[src/rtl/nts_api_pkg.sv]
// Shared constants for the NTS register bridge: region map, FSM states, slave indices.
package nts_api_pkg;

  localparam int unsigned NUM_SLAVES = 7;

  typedef enum logic [2:0] {
    SLV_ENGINE  = 3'd0,
    SLV_CLOCK   = 3'd1,
    SLV_COOKIE  = 3'd2,
    SLV_KEYMEM  = 3'd3,
    SLV_DEBUG   = 3'd4,
    SLV_PARSER  = 3'd5,
    SLV_NTPAUTH = 3'd6
  } slave_t;

  typedef enum logic [1:0] {
    ST_IDLE   = 2'd0,
    ST_ACCESS = 2'd1,
    ST_DONE   = 2'd2
  } state_t;

  // Inclusive region bounds, packed so element [i] matches slave_t index i.
  localparam logic [NUM_SLAVES-1:0][11:0] REGION_BASE = {
    12'h300, 12'h200, 12'h180, 12'h080, 12'h020, 12'h010, 12'h000
  };
  localparam logic [NUM_SLAVES-1:0][11:0] REGION_LIMIT = {
    12'h3FF, 12'h2FF, 12'h1FF, 12'h0FF, 12'h03F, 12'h01F, 12'h00F
  };

endpackage

[src/rtl/nts_api_decoder.sv]
// Combinational decode of a 12-bit external address into a one-hot slave select and 8-bit offset.
module nts_api_decoder
  import nts_api_pkg::*;
(
  input  logic [11:0]           address,
  output logic [NUM_SLAVES-1:0] select,
  output logic [7:0]            offset
);

  logic [11:0] delta;

  // Regions never overlap, so at most one select bit can be set.
  always_comb begin
    select = '0;
    offset = '0;
    delta  = '0;
    for (int unsigned i = 0; i < NUM_SLAVES; i++) begin
      if (address >= REGION_BASE[i] && address <= REGION_LIMIT[i]) begin
        select[i] = 1'b1;
        delta     = address - REGION_BASE[i];
        offset    = delta[7:0];
      end
    end
  end

endmodule

[src/rtl/nts_api.sv]
// Bridge from the 12-bit external register bus to the engine's internal 8-bit slave bus.
module nts_api
  import nts_api_pkg::*;
(
  input  logic        i_clk,
  input  logic        i_areset,
  output logic        o_busy,
  input  logic        i_external_api_cs,
  input  logic        i_external_api_we,
  input  logic [11:0] i_external_api_address,
  input  logic [31:0] i_external_api_write_data,
  output logic [31:0] o_external_api_read_data,
  output logic        o_external_api_read_data_valid,
  output logic        o_internal_api_we,
  output logic [7:0]  o_internal_api_address,
  output logic [31:0] o_internal_api_write_data,
  output logic        o_internal_engine_api_cs,
  input  logic [31:0] i_internal_engine_api_read_data,
  output logic        o_internal_clock_api_cs,
  input  logic [31:0] i_internal_clock_api_read_data,
  output logic        o_internal_cookie_api_cs,
  input  logic [31:0] i_internal_cookie_api_read_data,
  output logic        o_internal_keymem_api_cs,
  input  logic [31:0] i_internal_keymem_api_read_data,
  output logic        o_internal_debug_api_cs,
  input  logic [31:0] i_internal_debug_api_read_data,
  output logic        o_internal_parser_api_cs,
  input  logic [31:0] i_internal_parser_api_read_data,
  output logic        o_internal_ntpauth_keymem_api_cs,
  input  logic [31:0] i_internal_ntpauth_keymem_api_read_data
);

  state_t                state;
  state_t                state_next;
  logic [NUM_SLAVES-1:0] dec_select;
  logic [7:0]            dec_offset;
  logic [NUM_SLAVES-1:0] sel_r;
  logic                  we_r;
  logic [7:0]            addr_r;
  logic [31:0]           wdata_r;
  logic [31:0]           rdata_r;
  logic [31:0]           slave_rdata;
  logic [NUM_SLAVES-1:0] cs;

  nts_api_decoder u_decoder (
    .address (i_external_api_address),
    .select  (dec_select),
    .offset  (dec_offset)
  );

  // State register.
  always_ff @(posedge i_clk) begin
    if (i_areset) state <= ST_IDLE;
    else          state <= state_next;
  end

  // Next-state: every accepted request runs exactly one ACCESS and one DONE cycle.
  always_comb begin
    state_next = state;
    case (state)
      ST_IDLE:   if (i_external_api_cs) state_next = ST_ACCESS;
      ST_ACCESS: state_next = ST_DONE;
      ST_DONE:   state_next = ST_IDLE;
      default:   state_next = ST_IDLE;
    endcase
  end

  // Request capture; only an idle bridge accepts a new strobe.
  always_ff @(posedge i_clk) begin
    if (i_areset) begin
      sel_r   <= '0;
      we_r    <= 1'b0;
      addr_r  <= '0;
      wdata_r <= '0;
    end else if (state == ST_IDLE && i_external_api_cs) begin
      sel_r   <= dec_select;
      we_r    <= i_external_api_we;
      addr_r  <= dec_offset;
      wdata_r <= i_external_api_write_data;
    end
  end

  // AND-OR read mux; an unmapped access has no select bit and yields zero.
  always_comb begin
    slave_rdata = ({32{sel_r[SLV_ENGINE]}}  & i_internal_engine_api_read_data)
                | ({32{sel_r[SLV_CLOCK]}}   & i_internal_clock_api_read_data)
                | ({32{sel_r[SLV_COOKIE]}}  & i_internal_cookie_api_read_data)
                | ({32{sel_r[SLV_KEYMEM]}}  & i_internal_keymem_api_read_data)
                | ({32{sel_r[SLV_DEBUG]}}   & i_internal_debug_api_read_data)
                | ({32{sel_r[SLV_PARSER]}}  & i_internal_parser_api_read_data)
                | ({32{sel_r[SLV_NTPAUTH]}} & i_internal_ntpauth_keymem_api_read_data);
  end

  // Response capture at the closing edge of ACCESS; held until the next capture.
  always_ff @(posedge i_clk) begin
    if (i_areset)                rdata_r <= '0;
    else if (state == ST_ACCESS) rdata_r <= we_r ? '0 : slave_rdata;
  end

  // Slave selects are live only during ACCESS.
  always_comb begin
    cs = (state == ST_ACCESS) ? sel_r : '0;
  end

  assign o_busy                           = (state == ST_ACCESS);
  assign o_external_api_read_data_valid   = (state == ST_DONE);
  assign o_external_api_read_data         = rdata_r;
  assign o_internal_api_we                = we_r;
  assign o_internal_api_address           = addr_r;
  assign o_internal_api_write_data        = wdata_r;
  assign o_internal_engine_api_cs         = cs[SLV_ENGINE];
  assign o_internal_clock_api_cs          = cs[SLV_CLOCK];
  assign o_internal_cookie_api_cs         = cs[SLV_COOKIE];
  assign o_internal_keymem_api_cs         = cs[SLV_KEYMEM];
  assign o_internal_debug_api_cs          = cs[SLV_DEBUG];
  assign o_internal_parser_api_cs         = cs[SLV_PARSER];
  assign o_internal_ntpauth_keymem_api_cs = cs[SLV_NTPAUTH];

endmodule

[config.mk]
export PLATFORM = sky130hd
export DESIGN_NAME = nts_api
export DESIGN_NICKNAME = d
export VERILOG_FILES = /design/src/rtl/nts_api_pkg.sv /design/src/rtl/nts_api_decoder.sv /design/src/rtl/nts_api.sv
export SDC_FILE = /design/constraint.sdc
export NUM_CORES = 1
export LEC_CHECK = 0
export CAP_MARGIN = 40
export CORE_AREA = 2 2 137 139
export CTS_CLUSTER_DIAMETER = 80
export CTS_CLUSTER_SIZE = 24
export DETAILED_ROUTE_END_ITERATION = 12
export DIE_AREA = 0 0 139 141
export PLACE_DENSITY_LB_ADDON = 0.12
export SLEW_MARGIN = 20
export SYNTH_ARGS = -nofsm -noshare
export SYNTH_HDL_FRONTEND = slang
export SYNTH_SLANG_ARGS = --single-unit
export TNS_END_PERCENT = 5
[constraint.sdc]
create_clock -name i_clk -period 1.43 [get_ports i_clk]
set_input_delay 0.286 -clock i_clk [delete_from_list [all_inputs] [get_ports i_clk]]
set_output_delay 0.286 -clock i_clk [all_outputs]
set_load 0.01 [all_outputs]
Yosys cells after proc, flatten, opt, wreduce, memory -nomap -nowiden
Cells that the tools add are included.

storage, ports and cells
  register bits = 82
  output and inout bits = 82

operators by class
  add/sub/neg operators = 6
  magnitude comparators = 14
  equal/unequal tests = 3
  mux-type cells = 18
  bitwise logic cells = 13
  reductions and logical operators = 9

operators with widths
  operator                                                                               number
  32-bit AND                                                                             7
  32-bit bitwise OR                                                                      6
  8-bit 2-to-1 mux                                                                       7
  32-bit 2-to-1 mux                                                                      1
  12-bit by 10-bit greater-or-equal comparator with 1-bit output, second input constant  2
  12-bit by 10-bit <= comparator with 1-bit output, second input constant                2
  8-bit by 1-bit subtractor with 8-bit output, second input constant                     2
  8-bit subtractor, second input constant                                                2
  12-bit by 1-bit greater-or-equal comparator with 1-bit output, second input constant   1
  12-bit by 5-bit greater-or-equal comparator with 1-bit output, second input constant   1
  12-bit by 6-bit greater-or-equal comparator with 1-bit output, second input constant   1
  12-bit by 8-bit greater-or-equal comparator with 1-bit output, second input constant   1
  12-bit by 9-bit greater-or-equal comparator with 1-bit output, second input constant   1
  12-bit by 4-bit <= comparator with 1-bit output, second input constant                 1
  12-bit by 5-bit <= comparator with 1-bit output, second input constant                 1
  12-bit by 6-bit <= comparator with 1-bit output, second input constant                 1
  12-bit by 8-bit <= comparator with 1-bit output, second input constant                 1
  12-bit by 9-bit <= comparator with 1-bit output, second input constant                 1
  1-bit logical AND                                                                      8
  8-bit by 5-bit subtractor with 8-bit output, second input constant                     1
  8-bit by 6-bit subtractor with 8-bit output, second input constant                     1
  1-bit 2-to-1 mux                                                                       7
  7-bit 2-to-1 mux                                                                       1
  2-bit case mux with 2 select lines                                                     1
  5 further kinds                                                                        5

Longest topological paths before layout
  word-level depth = 9
  depth in mapped cells = 6
  depth with buffers taken out = 6

By module
From an unflattened synthesis, not the netlist that was laid out.

second synthesis, totals
  cell total of the unflattened synthesis = 449
  area, all modules = 4,170.2 µm²

modules (own cells, without submodules)
  module           instances  cells each  area an instance (µm²)  seq. area each (µm²)
  nts_api          1          398         3,831.2                 1,641.6
  nts_api_decoder  1          51          339.1                   0.0

Worst setup path before layout
OpenSTA, ideal clock, no wires.

  kind = in2reg
  start point = in i_external_api_address[1]
  end point = reg addr_r[4] (netlist: o_internal_api_address[4])
  setup time = 0.131 ns
  arrival = 1.331 ns
  slack = -0.032 ns
  stages on the path = 4
  buffers on the path = 0
  cell sequence = or4_4 o311ai_1 o2111a_1 nor4_2

between the ends
  cells in the longest elaborated chain, start to end = 9
  elaborated cells on any way between the ends = 34

ends and longest elaborated chain
  what                                                                                                                              line                   text
  start: declaration                                                                                                                nts_api.sv:10          input logic [11:0] i_external_api_address,
  12-bit by 1-bit greater-or-equal comparator with 1-bit output or 12-bit by 4-bit <= comparator with 1-bit output (tied branches)  nts_api_decoder.sv:18  if (address >= REGION_BASE[i] && address <= REGION_LIMIT[i]) begin
  1-bit logical AND                                                                                                                 nts_api_decoder.sv:18
  8-bit 2-to-1 mux (6 in series)                                                                                                    nts_api_decoder.sv:18
  8-bit 2-to-1 mux *                                                                                                                nts_api_decoder.sv:18
  end signal: assignment                                                                                                            nts_api.sv:78          addr_r <= dec_offset;
  end: declaration                                                                                                                  nts_api.sv:39          logic [7:0] addr_r;

Mark *: on every way between the ends. The rest lies on a longest branch, timed or not.
A chain may end at the register's enable or synchronous reset.

Final worst setup path
  start point = reg state[1]
  end point = out o_internal_keymem_api_cs

between the ends
  cells in the longest elaborated chain, start to end = 2

ends and longest elaborated chain
  what                                            line            text
  start: declaration                              nts_api.sv:33   state_t state;
  start signal: assignment                        nts_api.sv:54   else state <= state_next;
  2-bit by 1-bit equality test with 1-bit output  nts_api.sv:102  cs = (state == ST_ACCESS) ? sel_r : '0;
  7-bit 2-to-1 mux                                nts_api.sv:102
  end: declaration                                nts_api.sv:23   output logic o_internal_keymem_api_cs,

Every way passes these cells.

==> qor.yml <==
status:
  status: "finished, violations left"
  violations: "negative setup slack"
grt:
  grt_pass1_vias: 5770
  grt_use_total_pct: 21.9
  grt_first_pass_wirelength_microns: 33600
  overflow: 0
  grt_max_degree: 35
  antenna_found_initial: 2
clock_tree:
  htreeDepth: 3
  clk_latency_ns: 0.33
  clock-sinks: 82
  cts.clk_slew.worst_paths_ns: 0.06
  cts-root-buf: "clkbuf_16"
  cts_buffer_depth: 2
  hold_buffers: 0
  tritoncts: "yes"
  cts_inserted_buffers: 9
yosys:
  yosys_warnings: 0
  synth_seq_cells: 82
  yosysTopAreaCell: "dfxtp_1"
  synth_xor_xnor_area_share_pct: 0.207
  synth-simple-area-share_pct: 19.6
  avgSynthCellArea_sq_um: 8.07
  ys_seq_area_share_pct: 38.8
  synth_area_sq_mm: 0.00423
  syn-num-nets: 802
  async_flop_share_pct: 0
  ys.flop_type: "dfxtp_1"
  synth.distinct_cells: 43
  synth_top_family_by_area: "compound AO/OA/AOI/OAI gates"
  muxShareOfSynthArea_pct: 0
  synthTopCellsByArea: "dfxtp_1 39%, a22oi_1 18%, a222oi_1 7.6%, nand2_1 6.6%, a21oi_1 4.6%"
  yosysTopAreaCellShare_pct: 38.8
  synth_compound_area_share_pct: 33.9
  synthCells: 524
  synth-edff-count: 0
  synth_fa_ha_area_share_pct: 1.78
worst_setup_path:
  ff2ff_path_depth: 5
  critPathKind: "reg -> out"
  timing.rr.start: "sel_r[1]"
  crit_required_ns: 1.14
  end_kind: "primary output"
  crit_path_start_kind: "flop"
  cp_max_fo: 5
  critPathArrivalTime_ns: 1.21
  critPathLaunch: "state[1]"
pwr:
  p_switching_w: 0.00147
  internal_power_w: 0.00464
  ir_worst_vdd_uv: 477
  p_total_w: 0.00612
  pwr-share-comb_pct: 23.7
  powerDensity_mw_per_mm2: 693
  leakagePower_nw: 3.64
  switching_share_pct: 24.1
  p_seq_share_pct: 39.3
  pwr-share-clk_pct: 37.1
final_layout:
  nNetsFinal: 1173
  layout_common_cells: "258 x clkdlybuf4s50_1, 97 x a22oi_1, 82 x dlygate4sd2_1, 77 x dfxtp_1, 73 x nand2_1"
  drive_gt1_share_pct: 13.5
  synthToLayoutAreaGrowth_pct: 109
  seq_area_sq_mm: 0.00166
  fin_cells: 1132
  final_common_cell: "clkdlybuf4s50_1"
  fill_cells: 1789
  multiInputGateArea_sq_mm: 0.00244
placement:
  io_buffers: 353
  place_hpwl_microns: 17600
  dp_cells: 1108
  place_congestion: 0.910
run:
  maxCapViolCount: 0
timing:
  drv_slew: 0
  rsz0062_at_grt: "true"
  holdWs_ns: 0.348
  timing.final.crit_share_pct: 105
  worstMarginPinSlew_ns: 0.447
  fin_ws_ns: -0.0689
  setup_violations: 18
  worst_clock_skew_ns: 0.00568
  max_freq_mhz: 667
  period_needed_ns: 1.50
  hold_viol: 0
  slew_headroom_pct: 70.2
detailed_routing:
  vias: 5782
  wire_per_inst_microns: 20.3
  drt-pass1-iter-count: 8
  drc: 0
  postRouteAntennaNets: 0
  drt_iter0_drc: 419
  vias_per_cell: 5.11
  wirelength_microns: 23000
floorplan:
  dieArea_sq_mm: 0.0196
  die_y_microns: 141
  dieWidth_microns: 139
  num_rows: 50
  boundaryPins: 354
  coreArea_sq_mm: 0.0183
  initial_utilization_pct: 23.2
worst_hold_path:
  min_path_cells: 2
  min_from: "i_areset"
  hold_class: "in -> reg"
final timing paths:
check	end	slack [ns]
setup / recovery	o_internal_keymem_api_cs	-0.07
hold / removal	state[0]	0.35
hold reg to reg	o_internal_api_write_data[2]	0.45
setup reg to reg	o_external_api_read_data[31]	-0.06
Yosys cell counts, drive strengths merged, types with 5 or more instances:
cell type / count
inv: 6
nand4: 6
nand3: 34
a222oi: 32
and2: 8
o21ai: 5
ha: 6
buf: 10
a21oi: 39
clkbuf: 46
nand2: 74
a22oi: 100
nor2: 48
dfxtp: 82
stage by stage:
step                      setup slack [ns]  instance area, sq um  TNS (ns)  util [%]
after floorplan                   -0.00576                  4230  -0.00576         -
after global placement              -0.587                  8340    -26.44      45.7
after detailed placement            -0.579                  8340    -27.95      45.7
after CTS                           -0.200                  8600     -6.00      47.1
after global routing                -0.133                  8820     -3.23      48.3
final                              -0.0689                  8820    -0.703      48.3
per-layer routing:
| layer | global-route usage [%] | routed length, microns | share of wire, % |
|---|---|---|---|
| met1 | 26.0 | 8990 | 39 |
| met5 | 0 | 16 | 0.069 |
| met3 | 6.08 | 1990 | 8.7 |
| met4 | 7.12 | 518 | 2.3 |
| met2 | 38.3 | 11500 | 50 |
final cells by class:
cell class	count	share of cell area [%]
Antenna cell	1	0.0284
Multi-Input combinational cell	380	27.7
Tap cell	234	3.32
Sequential cell	82	18.8
Inverter	6	0.312
Timing Repair Buffer	416	46.7
Clock buffer	10	2.71
Clock inverter	3	0.482
flip-flops by register name, indices dropped and copies added (netlist names):
name                       cells
o_internal_api_we              1
o_internal_api_write_data     32
o_internal_api_address         8
sel_r                          7
o_external_api_read_data      32
state                          2
cell families after synthesis:
| group | after synthesis |
|---|---|
| compound gates | 190 |
| simple gates | 183 |
| flops | 82 |
| buf+inv | 62 |
| fa+ha+maj | 6 |
| xor+xnor | 1 |
power groups by stage:
stage	combinational (W)	clock, W	sequential [W]
floorplan	0.000311	0	0.00249
global placement	0.00145	0	0.00246
detailed placement	0.00146	0	0.00246
CTS	0.00143	0.00234	0.00241
global route	0.00155	0.00244	0.00241
finish	0.00145	0.00227	0.00240
worst max-delay path, cell delays in order, from the launching register on:
cell and delay (ns):
dfxtp_2 0.32, nand2b_4 0.14, inv_6 0.05, buf_6 0.11, and2_4 0.15, buf_6 0.12
what timing repair did:
action / CTS / global route
pin swaps: 6 / 34
cloned: 0 / 2
setup buffers: 1 / 6
setup endpoints to repair: 159 / 83
gates resized for setup: 150 / 29
Note: power is estimated with default switching activity, not from simulation.
